`config.mk`:
```
export PLATFORM = sky130hd
export DESIGN_NAME = spi_rx
export DESIGN_NICKNAME = d
export VERILOG_FILES = /design/src/rtl/spi_pkg.sv /design/src/rtl/spi_rx_fifo.sv /design/src/rtl/spi_rx.sv
export SDC_FILE = /design/constraint.sdc
export NUM_CORES = 1
export LEC_CHECK = 0
export BUFFER_PORTS_ARGS = -buffer_cell sky130_fd_sc_hd__buf_2
export CAP_MARGIN = 20
export CORE_MARGIN = 3
export CORE_UTILIZATION = 39
export CTS_BUF_LIST = sky130_fd_sc_hd__clkbuf_4 sky130_fd_sc_hd__clkbuf_8 sky130_fd_sc_hd__clkbuf_16
export CTS_CLUSTER_SIZE = 28
export DETAILED_ROUTE_END_ITERATION = 10
export HOLD_SLACK_MARGIN = 0.03
export PLACE_DENSITY = 0.59
export SYNTH_ARGS = -nofsm -noshare
export SYNTH_HDL_FRONTEND = slang
export SYNTH_SLANG_ARGS = --single-unit
```
`constraint.sdc`:
```
create_clock -name i_clk -period 3.1 [get_ports i_clk]
set_input_delay 0 -clock i_clk [delete_from_list [all_inputs] [get_ports i_clk]]
set_output_delay 0 -clock i_clk [all_outputs]
set_load 0.05 [all_outputs]
```
`src/rtl/spi_pkg.sv`:
```
// Shared definitions for the debug-channel SPI receiver.
//   SPI_W          : bits per debug word
//   spi_rx_state_t : receiver frame state
//   *_IDLE         : level each SPI line rests at when no frame is active;
//                    the synchronizers reset to these so that reset itself
//                    never looks like line activity.
package spi_pkg;

    localparam int SPI_W = 32;

    typedef enum logic [1:0] {
        IDLE  = 2'd0,
        SHIFT = 2'd1,
        DONE  = 2'd2
    } spi_rx_state_t;

    localparam logic SCK_IDLE  = 1'b0;
    localparam logic CS_IDLE   = 1'b1;
    localparam logic MOSI_IDLE = 1'b0;

endpackage

```
`src/rtl/spi_rx_fifo.sv`:
```
// Show-ahead synchronous word FIFO for the SPI receiver.
// The head word is held in a register so o_data is a flop output.
// Ports:
//   i_clk, i_rst_n : clock, async active-low reset
//   i_push         : request to store i_push_data
//   i_push_data    : word to store
//   i_pop          : consume head word (ignored while empty)
//   o_data         : head word (0 when empty)
//   o_valid        : FIFO not empty
//   o_level        : number of stored words
//   o_empty        : FIFO empty (decoded from level)
//   o_overflow     : one-cycle pulse when a push is dropped on a full FIFO
module spi_rx_fifo
    import spi_pkg::*;
#(
    parameter int W     = SPI_W,
    parameter int DEPTH = 4
) (
    input  logic                    i_clk,
    input  logic                    i_rst_n,
    input  logic                    i_push,
    input  logic [W-1:0]            i_push_data,
    input  logic                    i_pop,
    output logic [W-1:0]            o_data,
    output logic                    o_valid,
    output logic [$clog2(DEPTH):0]  o_level,
    output logic                    o_empty,
    output logic                    o_overflow
);

    localparam int AW = $clog2(DEPTH);
    localparam int LW = AW + 1;

    logic [W-1:0]  r_mem [DEPTH];
    logic [AW-1:0] r_wr_ptr;
    logic [AW-1:0] r_rd_ptr;
    logic [LW-1:0] r_level;
    logic [W-1:0]  r_head;
    logic          r_valid;
    logic          r_overflow;

    logic          w_full;
    logic          w_empty;
    logic          w_do_push;
    logic          w_do_pop;
    logic          w_drop;
    logic [AW-1:0] w_rd_next;
    logic [LW-1:0] w_level_nxt;
    logic [W-1:0]  w_head_nxt;

    // Push/pop qualification; a pop frees a slot for a same-cycle push when full.
    always_comb begin
        w_full    = (r_level == LW'(DEPTH));
        w_empty   = (r_level == {LW{1'b0}});
        w_do_pop  = i_pop & ~w_empty;
        w_do_push = i_push & (~w_full | w_do_pop);
        w_drop    = i_push & w_full & ~w_do_pop;
        w_rd_next = r_rd_ptr + AW'(1);
    end

    // Next fill level.
    always_comb begin
        w_level_nxt = r_level;
        case ({w_do_push, w_do_pop})
            2'b10:   w_level_nxt = r_level + LW'(1);
            2'b01:   w_level_nxt = r_level - LW'(1);
            default: w_level_nxt = r_level;
        endcase
    end

    // Next head word: with one word left and a simultaneous push, the
    // incoming word becomes the head directly since it is not in memory yet.
    always_comb begin
        w_head_nxt = r_head;
        if (w_do_pop) begin
            if (r_level > LW'(1)) begin
                w_head_nxt = r_mem[w_rd_next];
            end else if (w_do_push) begin
                w_head_nxt = i_push_data;
            end else begin
                w_head_nxt = {W{1'b0}};
            end
        end else if (w_empty && w_do_push) begin
            w_head_nxt = i_push_data;
        end else begin
            w_head_nxt = r_head;
        end
    end

    // Storage array.
    always_ff @(posedge i_clk or negedge i_rst_n) begin
        if (!i_rst_n) begin
            for (int i = 0; i < DEPTH; i++) begin
                r_mem[i] <= {W{1'b0}};
            end
        end else if (w_do_push) begin
            r_mem[r_wr_ptr] <= i_push_data;
        end
    end

    // Pointers, level and registered outputs.
    always_ff @(posedge i_clk or negedge i_rst_n) begin
        if (!i_rst_n) begin
            r_wr_ptr   <= {AW{1'b0}};
            r_rd_ptr   <= {AW{1'b0}};
            r_level    <= {LW{1'b0}};
            r_head     <= {W{1'b0}};
            r_valid    <= 1'b0;
            r_overflow <= 1'b0;
        end else begin
            if (w_do_push) begin
                r_wr_ptr <= r_wr_ptr + AW'(1);
            end
            if (w_do_pop) begin
                r_rd_ptr <= w_rd_next;
            end
            r_level    <= w_level_nxt;
            r_head     <= w_head_nxt;
            r_valid    <= (w_level_nxt != {LW{1'b0}});
            r_overflow <= w_drop;
        end
    end

    assign o_data     = r_head;
    assign o_valid    = r_valid;
    assign o_level    = r_level;
    assign o_empty    = w_empty;
    assign o_overflow = r_overflow;

endmodule

```
`src/rtl/spi_rx.sv`:
```
// Debug-side SPI receiver: oversamples sck/cs/mosi on i_clk, rebuilds
// MSB-first W-bit words and queues them in a show-ahead FIFO.
// Ports:
//   i_clk, i_rst_n : system clock (>= 4x SPI clock), async active-low reset
//   i_sck, i_cs, i_mosi : raw SPI lines (asynchronous, cs active-low)
//   o_out_data     : head-of-FIFO word, valid while o_out_valid
//   o_out_valid    : FIFO not empty
//   i_out_ready    : consumer accepts o_out_data
//   o_frame_err    : one-cycle pulse when a frame ends short
//   o_overflow     : one-cycle pulse when a complete word is dropped
//   o_level        : words held in the FIFO
module spi_rx
    import spi_pkg::*;
#(
    parameter int W     = SPI_W,
    parameter int DEPTH = 4
) (
    input  logic                    i_clk,
    input  logic                    i_rst_n,
    input  logic                    i_sck,
    input  logic                    i_cs,
    input  logic                    i_mosi,
    output logic [W-1:0]            o_out_data,
    output logic                    o_out_valid,
    input  logic                    i_out_ready,
    output logic                    o_frame_err,
    output logic                    o_overflow,
    output logic [$clog2(DEPTH):0]  o_level
);

    localparam int CW = $clog2(W) + 1;

    logic r_sck_s1, r_sck_s2, r_sck_s3;
    logic r_cs_s1, r_cs_s2, r_cs_s3;
    logic r_mosi_s1, r_mosi_s2;

    logic r_sck_rise;
    logic r_cs_rise;
    logic r_cs_fall;
    logic r_post;
    logic r_armed;

    spi_rx_state_t r_state, w_state_nxt;
    logic [CW-1:0] r_count, w_count_nxt;
    logic [W-1:0]  r_shift, w_shift_nxt;
    logic          w_push;
    logic          w_err;
    logic          r_err_d;
    logic          r_frame_err;

    logic          w_pop;
    logic          w_empty;

    // Two-flop synchronizers plus a third sck/cs stage for edge detection.
    always_ff @(posedge i_clk or negedge i_rst_n) begin
        if (!i_rst_n) begin
            r_sck_s1  <= SCK_IDLE;
            r_sck_s2  <= SCK_IDLE;
            r_sck_s3  <= SCK_IDLE;
            r_cs_s1   <= CS_IDLE;
            r_cs_s2   <= CS_IDLE;
            r_cs_s3   <= CS_IDLE;
            r_mosi_s1 <= MOSI_IDLE;
            r_mosi_s2 <= MOSI_IDLE;
        end else begin
            r_sck_s1  <= i_sck;
            r_sck_s2  <= r_sck_s1;
            r_sck_s3  <= r_sck_s2;
            r_cs_s1   <= i_cs;
            r_cs_s2   <= r_cs_s1;
            r_cs_s3   <= r_cs_s2;
            r_mosi_s1 <= i_mosi;
            r_mosi_s2 <= r_mosi_s1;
        end
    end

    // Registered edge strobes. r_armed only becomes set once cs has been
    // sampled high after reset, so a cs already low at reset release (which
    // the idle-reset synchronizer would otherwise present as a fall) is
    // ignored until the line goes high.
    always_ff @(posedge i_clk or negedge i_rst_n) begin
        if (!i_rst_n) begin
            r_sck_rise <= 1'b0;
            r_cs_rise  <= 1'b0;
            r_cs_fall  <= 1'b0;
            r_post     <= 1'b0;
            r_armed    <= 1'b0;
        end else begin
            r_sck_rise <= r_sck_s2 & ~r_sck_s3;
            r_cs_rise  <= r_cs_s2 & ~r_cs_s3;
            r_cs_fall  <= ~r_cs_s2 & r_cs_s3;
            r_post     <= 1'b1;
            r_armed    <= r_armed | (r_post & r_cs_s1);
        end
    end

    // Frame FSM next-state: cs rise takes priority over a same-cycle sck rise.
    always_comb begin
        w_state_nxt = r_state;
        w_count_nxt = r_count;
        w_shift_nxt = r_shift;
        w_push      = 1'b0;
        w_err       = 1'b0;
        case (r_state)
            IDLE: begin
                if (r_cs_fall && r_armed) begin
                    w_state_nxt = SHIFT;
                    w_count_nxt = {CW{1'b0}};
                    w_shift_nxt = {W{1'b0}};
                end else begin
                    w_state_nxt = IDLE;
                end
            end
            SHIFT: begin
                if (r_count == CW'(W)) begin
                    w_push      = 1'b1;
                    w_state_nxt = DONE;
                end else if (r_cs_rise) begin
                    w_err       = (r_count != {CW{1'b0}});
                    w_state_nxt = IDLE;
                end else if (r_sck_rise) begin
                    w_shift_nxt = {r_shift[W-2:0], r_mosi_s2};
                    w_count_nxt = r_count + CW'(1);
                end else begin
                    w_state_nxt = SHIFT;
                end
            end
            DONE: begin
                if (r_cs_rise) begin
                    w_state_nxt = IDLE;
                end else begin
                    w_state_nxt = DONE;
                end
            end
            default: begin
                w_state_nxt = IDLE;
            end
        endcase
    end

    // Frame FSM state, bit counter, shift register and error pulse pipeline.
    always_ff @(posedge i_clk or negedge i_rst_n) begin
        if (!i_rst_n) begin
            r_state     <= IDLE;
            r_count     <= {CW{1'b0}};
            r_shift     <= {W{1'b0}};
            r_err_d     <= 1'b0;
            r_frame_err <= 1'b0;
        end else begin
            r_state     <= w_state_nxt;
            r_count     <= w_count_nxt;
            r_shift     <= w_shift_nxt;
            r_err_d     <= w_err;
            r_frame_err <= r_err_d;
        end
    end

    assign w_pop = i_out_ready & ~w_empty;

    spi_rx_fifo #(
        .W     (W),
        .DEPTH (DEPTH)
    ) u_fifo (
        .i_clk       (i_clk),
        .i_rst_n     (i_rst_n),
        .i_push      (w_push),
        .i_push_data (r_shift),
        .i_pop       (w_pop),
        .o_data      (o_out_data),
        .o_valid     (o_out_valid),
        .o_level     (o_level),
        .o_empty     (w_empty),
        .o_overflow  (o_overflow)
    );

    assign o_frame_err = r_frame_err;

endmodule

```
==> impl_metrics.yaml <==
route:
  initialDrtViolationCount: 311
  post-route-drc-count: 0
  vias: 5971
  viasPerCell: 5.50
  ant_nets: 0
  wire_per_inst_um: 21.6
  detail_route.first_pass.iterations: 5
  wl_mm: 23.4
worst_setup_path:
  setup.worst_path.start_class: "register"
  crit_required_ns: 3.49
  rr_worst_depth: 10
  arrival_ns: 3.08
  path_class: "reg -> reg"
  path_max_fanout: 4
  worst_setup_path_end_kind: "register"
clocking:
  clk_latency_ns: 0.52
  numCtsBuffers: 25
  h-tree-depth: 1
  clock_path_buffers: 3
  cts_tree: "done"
  clkTransAtPathRegs_ns: 0.06
  clock_sinks: 224
  cts_resized: 0
  root_buffer: "clkbuf_16"
sta:
  setup_viol: 0
  drv_slew: 0
  rsz0062_at_grt: "false"
  finalCriticalPeriod_ns: 2.69
  fin_crit_sh: 0.868
  hold_viol: 0
  maxSlewHeadroom: 0.484
  timing.hold.ws_ns: 0.117
  fmax_mhz: 372
  setup_tns_ns: 0
  skew_ns: 0.0116
  worst_slack_ns: 0.410
  tightest_slew_ns: 0.774
power:
  p_leak_nw: 6.29
  ir_drop_mv: 0.252
  power.density_mw_per_mm2: 542
global_routing:
  grt_use_met3: 0.0276
  busiest_layer: "met2"
  grt_first_pass_wirelength_mm: 38.1
  gr-total-overflow: 0
  grt_pass1_vias: 6628
  grt_max_degree: 102
  grt_use_met1: 0.222
  grt_use_met2: 0.280
  antenna_found_initial: 0
  track_usage: 0.165
logic_synthesis:
  synthesis.area_mm2: 0.0105
  synth-main-ff-cell: "dfrtp_1"
  ys_ff_latch: 224
  yosysWarningCount: 0
  synthArstFlopShare: 1.00
  synth_edf_count: 0
  syn_nets: 708
  synth-seq-area-share: 0.536
  avgSynthCellArea_um2: 15.2
  synthCells: 690
  synth_top_area_share: 0.528
  synth_top_area_cell: "dfrtp_1"
  synth.distinct_cells: 37
  synth_area_leaders: "dfrtp_1 (53%), mux2_4 (17%), mux4_2 (6.9%)"
final_layout:
  diodes: 0
  nFillCells: 2265
  mostFrequentLayoutCell: "dfrtp_1"
  fin_nets: 752
  area_growth_pct: 14.5
  final_cell_mix: "dfrtp_1 (220), mux2_4 (120), buf_2 (42), inv_1 (41), mux2i_1 (37)"
  drive_gt1_frac: 0.375
floorplanning:
  rows: 59
  die_area_mm2: 0.0288
  start_util: 0.399
  dieHeight_um: 170
  pin_count: 44
  die_w_um: 170
  core_mm2: 0.0262
run_status:
  status: "finished, final reports clean"
placed_design:
  place_ws_ns: 0.448
  hpwl_mm: 13.2
  port_buffers: 43
  gp_congestion: 0.734
worst_hold_path:
  hold_class: "in -> async"
run:
  maxCapViolCount: 0
layer usage:
metal / vias up / part of all wire
li1: 2618 / -
met1: 3190 / 0.44
met2: 127 / 0.50
met3: 36 / 0.044
met4: 0 / 0.019
met5: - / 0
cells by family after synthesis:
group,Yosys count,synth area share
AO/OA/AOI/OAI,117,0.0888
XOR/XNOR,3,0.00251
adder cells (fa/ha/maj),12,0.0143
buffers and inverters,91,0.0427
flip-flops,224,0.536
multiplexers,198,0.286
other,1,0.000358
AND/OR/NAND/NOR,44,0.0293
Yosys cell counts, drive strengths merged (2+ instances only):
cell type and number:
a21o 3, o211ai 2, ha 12, inv 41
a31oi 32, mux2i 37, mux2 129, nand3b 4
xnor2 3, o211a 32, and4b 3, o21ai 6
dfrtp 221, mux4 32, buf 19, a22o 34
dfstp 3, a21oi 7, clkbuf 31, nand3 4
or2 2, nand2b 9, nor2b 5, nand2 12
power by group:
part	internal [W]	switching, W	total [W]
Sequential	0.00295	0.0000328	0.00299
Combinational	0.0000647	0.000148	0.000212
Clock	0.00213	0.00117	0.00330
per-stage QoR:
stage | instance area (um2) | total power, W | cells | utilization
floorplan | 10500 | 0.00314 | 690 | -
global placement | 11000 | 0.00324 | 1037 | 0.420
detailed placement | 11000 | 0.00325 | 1037 | 0.420
CTS | 12000 | 0.00657 | 1086 | 0.457
global route | 12000 | 0.00672 | 1086 | 0.457
finish | 12000 | 0.00649 | 1086 | 0.457
state kept, by name, indices dropped and copies added (netlist names), 2 cells and up:
name	flops
u_fifo.o_data	32
u_fifo.o_level	3
u_fifo.r_wr_ptr	2
r_shift	32
r_state	2
r_count	6
u_fifo.r_rd_ptr	2
u_fifo.r_mem	128
critical path: stages, from the launching register on:
cell	delay [ns]
dfrtp_1	0.41
inv_1	0.10
ha_1	0.15
or4b_4	0.49
nor3b_4	0.22
inv_1	0.09
ha_1	0.25
a22o_1	0.24
a21oi_1	0.14
a41oi_1	0.07
or3_1	0.41
what timing repair did:
item,CTS,global route
endpoints found under the hold margin,101,0
setup endpoints to repair,0,0
hold buffers,5,0
setup buffers,0,0
path summary, 6_finish.rpt:
path | start | end | slack, ns
setup reg to reg | r_count[0]$_DFFE_PN0P_ | u_fifo.o_valid$_DFF_PN0_ | 0.41
hold reg to reg | r_mosi_s1$_DFF_PN0_ | r_mosi_s2$_DFF_PN0_ | 0.35
hold / removal | i_rst_n | u_fifo.o_data[24]$_DFFE_PN0P_ | 0.12
setup / recovery | r_count[0]$_DFFE_PN0P_ | u_fifo.o_valid$_DFF_PN0_ | 0.41
min in group i_clk | i_mosi | r_mosi_s1$_DFF_PN0_ | 0.12
max in group asynchronous | i_rst_n | r_cs_s1$_DFF_PN1_ | 2.06
cell type report:
class | count | area, um2 | share of cell area
Timing Repair Buffer | 67 | 443 | 0.0369
Multi-Input combinational cell | 375 | 4440 | 0.370
Clock buffer | 35 | 726 | 0.0605
Inverter | 41 | 154 | 0.0128
Clock inverter | 9 | 200 | 0.0167
Sequential cell | 224 | 5610 | 0.468
Tap cell | 335 | 419 | 0.0350
Note: power is estimated with default switching activity, not from simulation.
